## src/rtl/mdu_pkg.sv

```systemverilog
// Opcodes, state encoding and shared helpers for the multiply/divide controller.
// Define MDU_MADD_EN to enable the multiply-accumulate opcodes (MADD/MSUB).
package mdu_pkg;

  localparam logic [2:0] OP_MULT  = 3'd0;
  localparam logic [2:0] OP_MULTU = 3'd1;
  localparam logic [2:0] OP_DIV   = 3'd2;
  localparam logic [2:0] OP_DIVU  = 3'd3;
  localparam logic [2:0] OP_MTHI  = 3'd4;
  localparam logic [2:0] OP_MTLO  = 3'd5;
  localparam logic [2:0] OP_MADD  = 3'd6;
  localparam logic [2:0] OP_MSUB  = 3'd7;

  localparam logic [1:0] ST_IDLE = 2'd0;
  localparam logic [1:0] ST_MUL  = 2'd1;
  localparam logic [1:0] ST_DIV  = 2'd2;
  localparam logic [1:0] ST_DONE = 2'd3;

  localparam logic [1:0] WEN_LO   = 2'b01;
  localparam logic [1:0] WEN_HI   = 2'b10;
  localparam logic [1:0] WEN_BOTH = 2'b11;

  localparam int DIV_ITERS = 32;
  localparam int DIV_CNT_W = $clog2(DIV_ITERS) + 1;

`ifdef MDU_MADD_EN
  // Clear these to build the unsigned MADDU/MSUBU variants on the same codes.
  localparam logic MADD_SIGNED = 1'b1;
  localparam logic MSUB_SIGNED = 1'b1;
`endif

  function automatic logic op_signed(input logic [2:0] op);
    logic s;
    case (op)
      OP_MULT, OP_DIV: s = 1'b1;
`ifdef MDU_MADD_EN
      OP_MADD:         s = MADD_SIGNED;
      OP_MSUB:         s = MSUB_SIGNED;
`endif
      default:         s = 1'b0;
    endcase
    return s;
  endfunction

endpackage

```

## src/rtl/mdu_ctrl_div_iter.sv

```systemverilog
// Unsigned radix-2 restoring divider, one iteration per step.
// quotient/remainder present the values that the current step produces.
module div_iter
  import mdu_pkg::*;
(
  input  logic                 clk,
  input  logic                 rst,
  input  logic                 start,
  input  logic                 step,
  input  logic [31:0]          dividend,
  input  logic [31:0]          divisor,
  output logic [31:0]          quotient,
  output logic [31:0]          remainder,
  output logic [DIV_CNT_W-1:0] count
);

  logic [31:0]          rem_q, rem_d;
  logic [31:0]          quo_q, quo_d;
  logic [31:0]          dvs_q, dvs_d;
  logic [DIV_CNT_W-1:0] count_q, count_d;
  logic [32:0]          shifted;
  logic                 fits;

  always_comb begin
    shifted   = {rem_q, quo_q[31]};
    fits      = (shifted >= {1'b0, dvs_q});
    quotient  = {quo_q[30:0], fits};
    // When the trial fits, the difference is below the divisor and fits in 32 bits.
    remainder = fits ? (shifted[31:0] - dvs_q) : shifted[31:0];

    rem_d   = rem_q;
    quo_d   = quo_q;
    dvs_d   = dvs_q;
    count_d = count_q;
    if (start) begin
      rem_d   = '0;
      quo_d   = dividend;
      dvs_d   = divisor;
      count_d = '0;
    end else if (step) begin
      rem_d   = remainder;
      quo_d   = quotient;
      count_d = count_q + 1'b1;
    end
  end

  always_ff @(posedge clk) begin
    if (rst) count_q <= '0;
    else     count_q <= count_d;
  end

  always_ff @(posedge clk) begin
    rem_q <= rem_d;
    quo_q <= quo_d;
    dvs_q <= dvs_d;
  end

  assign count = count_q;

endmodule

```

## src/rtl/mdu_ctrl.sv

```systemverilog
// Multiply/divide sequencer driving the HI/LO write port.
// Define MDU_MADD_EN to add MADD/MSUB with acc_hi/acc_lo inputs.
module mdu_ctrl
  import mdu_pkg::*;
#(
  parameter int MUL_CYCLES = 3
) (
  input  logic        clk,
  input  logic        reset,
  input  logic        req_valid,
  output logic        req_ready,
  input  logic [2:0]  req_op,
  input  logic [31:0] req_a,
  input  logic [31:0] req_b,
`ifdef MDU_MADD_EN
  input  logic [31:0] acc_hi,
  input  logic [31:0] acc_lo,
`endif
  input  logic        flush,
  output logic        busy,
  output logic        done,
  output logic [1:0]  hilo_wen,
  output logic [31:0] hilo_hi,
  output logic [31:0] hilo_lo
);

  localparam int              CNT_W    = 3;
  localparam logic [CNT_W-1:0] MUL_LAST = CNT_W'(MUL_CYCLES - 2);

  function automatic logic [31:0] neg_if(input logic [31:0] x, input logic neg);
    return neg ? (~x + 32'd1) : x;
  endfunction

  logic [1:0]       state_q, state_d;
  logic [CNT_W-1:0] cnt_q, cnt_d;
  logic [1:0]       wen_q, wen_d;
  logic [31:0]      hi_q, hi_d;
  logic [31:0]      lo_q, lo_d;
  logic [31:0]      a_q, a_d;
  logic [31:0]      b_q, b_d;
  logic             sgn_q, sgn_d;
  logic             quot_neg_q, quot_neg_d;
  logic             rem_neg_q, rem_neg_d;
`ifdef MDU_MADD_EN
  logic [63:0]      acc_q, acc_d;
  logic             acc_en_q, acc_en_d;
  logic             acc_sub_q, acc_sub_d;
`endif

  logic                 accept;
  logic                 req_signed;
  logic                 div_start, div_step;
  logic [31:0]          div_dvd, div_dvs, div_quot, div_rem;
  logic [DIV_CNT_W-1:0] div_cnt;
  logic signed [63:0]   mul_a, mul_b, prod;
  logic [63:0]          mul_res;

  assign req_ready  = (state_q == ST_IDLE) & ~flush;
  assign busy       = (state_q != ST_IDLE);
  assign done       = (state_q == ST_DONE);
  assign hilo_wen   = done ? wen_q : 2'b00;
  assign hilo_hi    = hi_q;
  assign hilo_lo    = lo_q;

  assign accept     = req_valid & req_ready;
  assign req_signed = op_signed(req_op);
  assign div_dvd    = neg_if(req_a, req_signed & req_a[31]);
  assign div_dvs    = neg_if(req_b, req_signed & req_b[31]);

  div_iter u_div (
    .clk       (clk),
    .rst       (reset),
    .start     (div_start),
    .step      (div_step),
    .dividend  (div_dvd),
    .divisor   (div_dvs),
    .quotient  (div_quot),
    .remainder (div_rem),
    .count     (div_cnt)
  );

  // Sign-extending both operands to 64 bits makes one multiply serve both signednesses.
  always_comb begin
    mul_a = $signed({{32{sgn_q & a_q[31]}}, a_q});
    mul_b = $signed({{32{sgn_q & b_q[31]}}, b_q});
    prod  = mul_a * mul_b;
`ifdef MDU_MADD_EN
    if (acc_en_q) mul_res = acc_sub_q ? (acc_q - $unsigned(prod)) : (acc_q + $unsigned(prod));
    else          mul_res = $unsigned(prod);
`else
    mul_res = $unsigned(prod);
`endif
  end

  always_comb begin
    state_d    = state_q;
    cnt_d      = cnt_q;
    wen_d      = wen_q;
    hi_d       = hi_q;
    lo_d       = lo_q;
    a_d        = a_q;
    b_d        = b_q;
    sgn_d      = sgn_q;
    quot_neg_d = quot_neg_q;
    rem_neg_d  = rem_neg_q;
`ifdef MDU_MADD_EN
    acc_d      = acc_q;
    acc_en_d   = acc_en_q;
    acc_sub_d  = acc_sub_q;
`endif
    div_start  = 1'b0;
    div_step   = 1'b0;

    case (state_q)
      ST_IDLE: begin
        if (accept) begin
          case (req_op)
            OP_MTHI: begin
              hi_d    = req_a;
              wen_d   = WEN_HI;
              state_d = ST_DONE;
            end
            OP_MTLO: begin
              lo_d    = req_a;
              wen_d   = WEN_LO;
              state_d = ST_DONE;
            end
            OP_MULT, OP_MULTU: begin
              a_d      = req_a;
              b_d      = req_b;
              sgn_d    = req_signed;
              cnt_d    = '0;
`ifdef MDU_MADD_EN
              acc_en_d = 1'b0;
`endif
              state_d  = ST_MUL;
            end
            OP_DIV, OP_DIVU: begin
              quot_neg_d = req_signed & (req_a[31] ^ req_b[31]);
              rem_neg_d  = req_signed & req_a[31];
              div_start  = 1'b1;
              state_d    = ST_DIV;
            end
`ifdef MDU_MADD_EN
            OP_MADD, OP_MSUB: begin
              a_d       = req_a;
              b_d       = req_b;
              sgn_d     = req_signed;
              cnt_d     = '0;
              acc_d     = {acc_hi, acc_lo};
              acc_en_d  = 1'b1;
              acc_sub_d = (req_op == OP_MSUB);
              state_d   = ST_MUL;
            end
`endif
            default: ;
          endcase
        end
      end
      ST_MUL: begin
        if (flush) begin
          state_d = ST_IDLE;
        end else if (cnt_q == MUL_LAST) begin
          hi_d    = mul_res[63:32];
          lo_d    = mul_res[31:0];
          wen_d   = WEN_BOTH;
          state_d = ST_DONE;
        end else begin
          cnt_d = cnt_q + 1'b1;
        end
      end
      ST_DIV: begin
        if (flush) begin
          state_d = ST_IDLE;
        end else begin
          div_step = 1'b1;
          if (div_cnt == DIV_CNT_W'(DIV_ITERS - 1)) begin
            lo_d    = neg_if(div_quot, quot_neg_q);
            hi_d    = neg_if(div_rem, rem_neg_q);
            wen_d   = WEN_BOTH;
            state_d = ST_DONE;
          end
        end
      end
      // The op committed before any flush, so DONE always completes its write.
      default: state_d = ST_IDLE;
    endcase
  end

  always_ff @(posedge clk) begin
    if (reset) begin
      state_q <= ST_IDLE;
      cnt_q   <= '0;
      wen_q   <= 2'b00;
      hi_q    <= '0;
      lo_q    <= '0;
    end else begin
      state_q <= state_d;
      cnt_q   <= cnt_d;
      wen_q   <= wen_d;
      hi_q    <= hi_d;
      lo_q    <= lo_d;
    end
  end

  always_ff @(posedge clk) begin
    a_q        <= a_d;
    b_q        <= b_d;
    sgn_q      <= sgn_d;
    quot_neg_q <= quot_neg_d;
    rem_neg_q  <= rem_neg_d;
`ifdef MDU_MADD_EN
    acc_q      <= acc_d;
    acc_en_q   <= acc_en_d;
    acc_sub_q  <= acc_sub_d;
`endif
  end

endmodule

```

## config.mk

```make
export PLATFORM = sky130hd
export DESIGN_NAME = mdu_ctrl
export DESIGN_NICKNAME = d
export VERILOG_FILES = /design/src/rtl/mdu_pkg.sv /design/src/rtl/mdu_ctrl_div_iter.sv /design/src/rtl/mdu_ctrl.sv
export SDC_FILE = /design/constraint.sdc
export NUM_CORES = 2
export LEC_CHECK = 0
export CELL_PAD_IN_SITES_DETAIL_PLACEMENT = 0
export CELL_PAD_IN_SITES_GLOBAL_PLACEMENT = 1
export CORE_ASPECT_RATIO = 0.9
export CORE_MARGIN = 2
export CORE_UTILIZATION = 51
export DETAILED_ROUTE_END_ITERATION = 10
export GPL_TIMING_DRIVEN = 0
export PLACE_DENSITY_LB_ADDON = 0.1
export RECOVER_POWER = 50
export SETUP_SLACK_MARGIN = 0.05
export SLEW_MARGIN = 5
export SYNTH_ARGS = -nofsm -noshare
export SYNTH_HDL_FRONTEND = slang
export SYNTH_SLANG_ARGS = --single-unit
```

## constraint.sdc

```tcl
create_clock -name clk -period 11.3 [get_ports clk]
set_input_delay 2.26 -clock clk [delete_from_list [all_inputs] [get_ports clk]]
set_output_delay 2.26 -clock clk [all_outputs]
set_load 0.01 [all_outputs]
```

==> out/results.ini <==
[clock_tree]
cts.sink_count = 240
clk_pin_slew_ps = 70
numCtsBuffers = 29
h-tree-depth = 1
cts_tree = done
clk_latency_ps = 590
root_buffer = clkbuf_16
clock_path_buffers = 3

[routing]
avgRoutedWirePerCell_um = 28.8
drcViolationCount = 0
drt_first_pass_iters = 9
drt_iter0_drc = 4969
postRouteAntennaNets = 0
vias = 43600
viasPerCell = 5.90
finalWirelength_mm = 213

[synth]
netlist.area_leader.share_pct = 43.0
syn-instance-count = 5818
syn_area_sq_um = 52500
synth_cell_type_count = 91
synth_edf_count = 131
synth_top_cell_by_area = fa_1
ys_warn_count = 0
synth_area_per_cell_sq_um = 9.02
synthArstFlopShare_pct = 0
yosysSeqAreaShare_pct = 11.7
ys_ff_latch = 240
ys_top_cells_by_area = fa_1 (43%), inv_1 (8.5%), edfxtp_1 (7.5%)
syn-num-nets = 7270
synthFlopType = edfxtp_1

[status]
status = finished with violations
violations = max-capacitance violations, max-slew violations

[floorplanning]
rows = 111
initial_core_util_pct = 51.5
die_area_sq_um = 105000
die_w_um = 342
core-area_sq_um = 102000
die_h_um = 308
io_pins = 140

[global_route]
antenna_found_initial = 20
grt_pass1_wl_mm = 309
grt_usage_pct = 41.1
grt_pass1_vias = 43800
grt_max_degree = 35
grt.overflow.total = 0

[timing]
skew_ps = 34.1
setup_violations = 0
fin_crit_ps = 10850
period_share_pct = 96.0
rsz0062_at_grt = false
worst_pin_slew_ps = 1950
fin_tns_setup_ps = 0
hold_viol_final = 0
fmax_mhz = 92.2
timing.max_slew.rel_slack_pct = -31.5
slew_violations = 42

[worst_setup_path]
criticalPathCategory = register to register
crit_required_ps = 11770
critPathLaunchType = register
cp_max_fo = 10
cp_slowest_cell = o32ai_1
cp_data_arrival_time_ps = 11310
crit_top_cell = fa_1
max_stage_delay_ps = 850
endpoint_kind = register
r2r_setup_slack_ps = 450

[cells_and_area]
fill_cells = 9686
final_nets = 7450
layout-drive-gt1-share_pct = 2.03
syn2layout_area_growth_pct = 7.91
layout_commonest_cell = inv_1
mostFrequentLayoutCells = inv_1 (1,195), fa_1 (1,125), nand2_1 (869)

[worst_hold_path]
hold_class = register to register

[placed_design]
dpl.hpwl_mm = 181
portBuffers = 137
gp_congestion = 1.01

[flow_run]
drv_cap = 3

-- repair_timing --
item / 4_1_cts / 5_1_grt
hold buffers: 0 / 0
setup endpoints to repair: 0 / 5
gates resized for setup: 0 / 14
buffers inserted: 0 / 4
-- worst paths after layout --
check | start | end | cells after the start
min | hilo_hi[2]$_SDFFE_PP0P_ | hilo_hi[2]$_SDFFE_PP0P_ | 2
max reg2reg | a_q[19]$_DFFE_PP_ | hilo_hi[21]$_SDFFE_PP0P_ | 28
max | a_q[19]$_DFFE_PP_ | hilo_hi[21]$_SDFFE_PP0P_ | 28
min reg2reg | hilo_hi[2]$_SDFFE_PP0P_ | hilo_hi[2]$_SDFFE_PP0P_ | 2
-- Yosys cell counts, types with 30 or more instances --
| library cell | n |
|---|---|
| o31ai_1 | 31 |
| nor3_1 | 63 |
| xor2_1 | 70 |
| nand2b_1 | 33 |
| and3_1 | 30 |
| clkbuf_1 | 288 |
| nor2_1 | 279 |
| a211oi_1 | 51 |
| o21ai_0 | 95 |
| nand2_1 | 869 |
| a221oi_1 | 31 |
| dfxtp_1 | 109 |
| inv_1 | 1195 |
| xnor2_1 | 145 |
| ha_1 | 255 |
| a21oi_1 | 222 |
| edfxtp_1 | 131 |
| a21o_1 | 37 |
| fa_1 | 1126 |
| and2_1 | 356 |
-- routing by layer --
layer / vias up / share of wire [%] / global-route usage, %
li1: 18200 / - / -
met1: 22400 / 41 / 58.8
met2: 2530 / 43 / 60.8
met3: 450 / 11 / 8.93
met4: 14 / 4.8 / 16.1
met5: - / 0.039 / 0
-- final cells by class --
type | count | area (sq um) | area share, %
Antenna cell | 18 | 45.0 | 0.0796
Timing Repair Buffer | 149 | 1470 | 2.59
Buffer | 311 | 1230 | 2.18
Multi-Input combinational cell | 4070 | 40600 | 71.8
Clock buffer | 32 | 747 | 1.32
Tap cell | 1356 | 1700 | 3.00
Clock inverter | 20 | 168 | 0.296
Inverter | 1197 | 4500 | 7.94
Sequential cell | 240 | 6120 | 10.8
-- sequential cells by signal, indices dropped and copies added (netlist names) --
signal	flops
cnt_q	3
rem_neg_q	1
wen_q	2
a_q	32
u_div.count	6
hilo_hi	32
b_q	32
quot_neg_q	1
u_div.rem_q	32
u_div.quo_q	32
state_q	2
hilo_lo	32
u_div.dvs_q	32
sgn_q	1
-- critical path, delay by kind of cell, from the launching register on --
| family | cells | cell delay (ps) |
|---|---|---|
| buffers and inverters | 7 | 1260 |
| AO/OA/AOI/OAI | 8 | 3290 |
| adder cells (fa/ha/maj) | 9 | 4390 |
| flip-flops | 1 | 840 |
| AND/OR/NAND/NOR | 3 | 580 |
| XOR/XNOR | 1 | 340 |
-- through the flow --
stage | worst slack, ps | cell area [sq um] | util [%] | std cells | hold WS [ps]
after floorplan | 3250 | 52500 | - | 5818 | 427
after global placement | 229 | 55500 | 54.5 | 7311 | 447
after detailed placement | 224 | 55600 | 54.6 | 7319 | 451
after CTS | 214 | 56600 | 55.5 | 7371 | 463
after global routing | 327 | 56600 | 55.5 | 7375 | 473
final | 455 | 56600 | 55.5 | 7393 | 464
-- logic make-up (layout without fill, tap and decap cells) --
logic type / Yosys count / in the layout / synth area share (%)
buf+inv: 1508 / 1709 / 10.9
simple gates: 1773 / 1773 / 15.7
flops: 240 / 240 / 11.7
other cells: 0 / 18 / 0
compound gates: 670 / 670 / 8.56
xor+xnor: 215 / 215 / 3.59
mux: 31 / 31 / 0.599
fa+ha+maj: 1381 / 1381 / 49.0
Power is left out: the tool's default activity adds up to more than one toggle a clock period on the data nets, which glitch-free logic cannot reach.
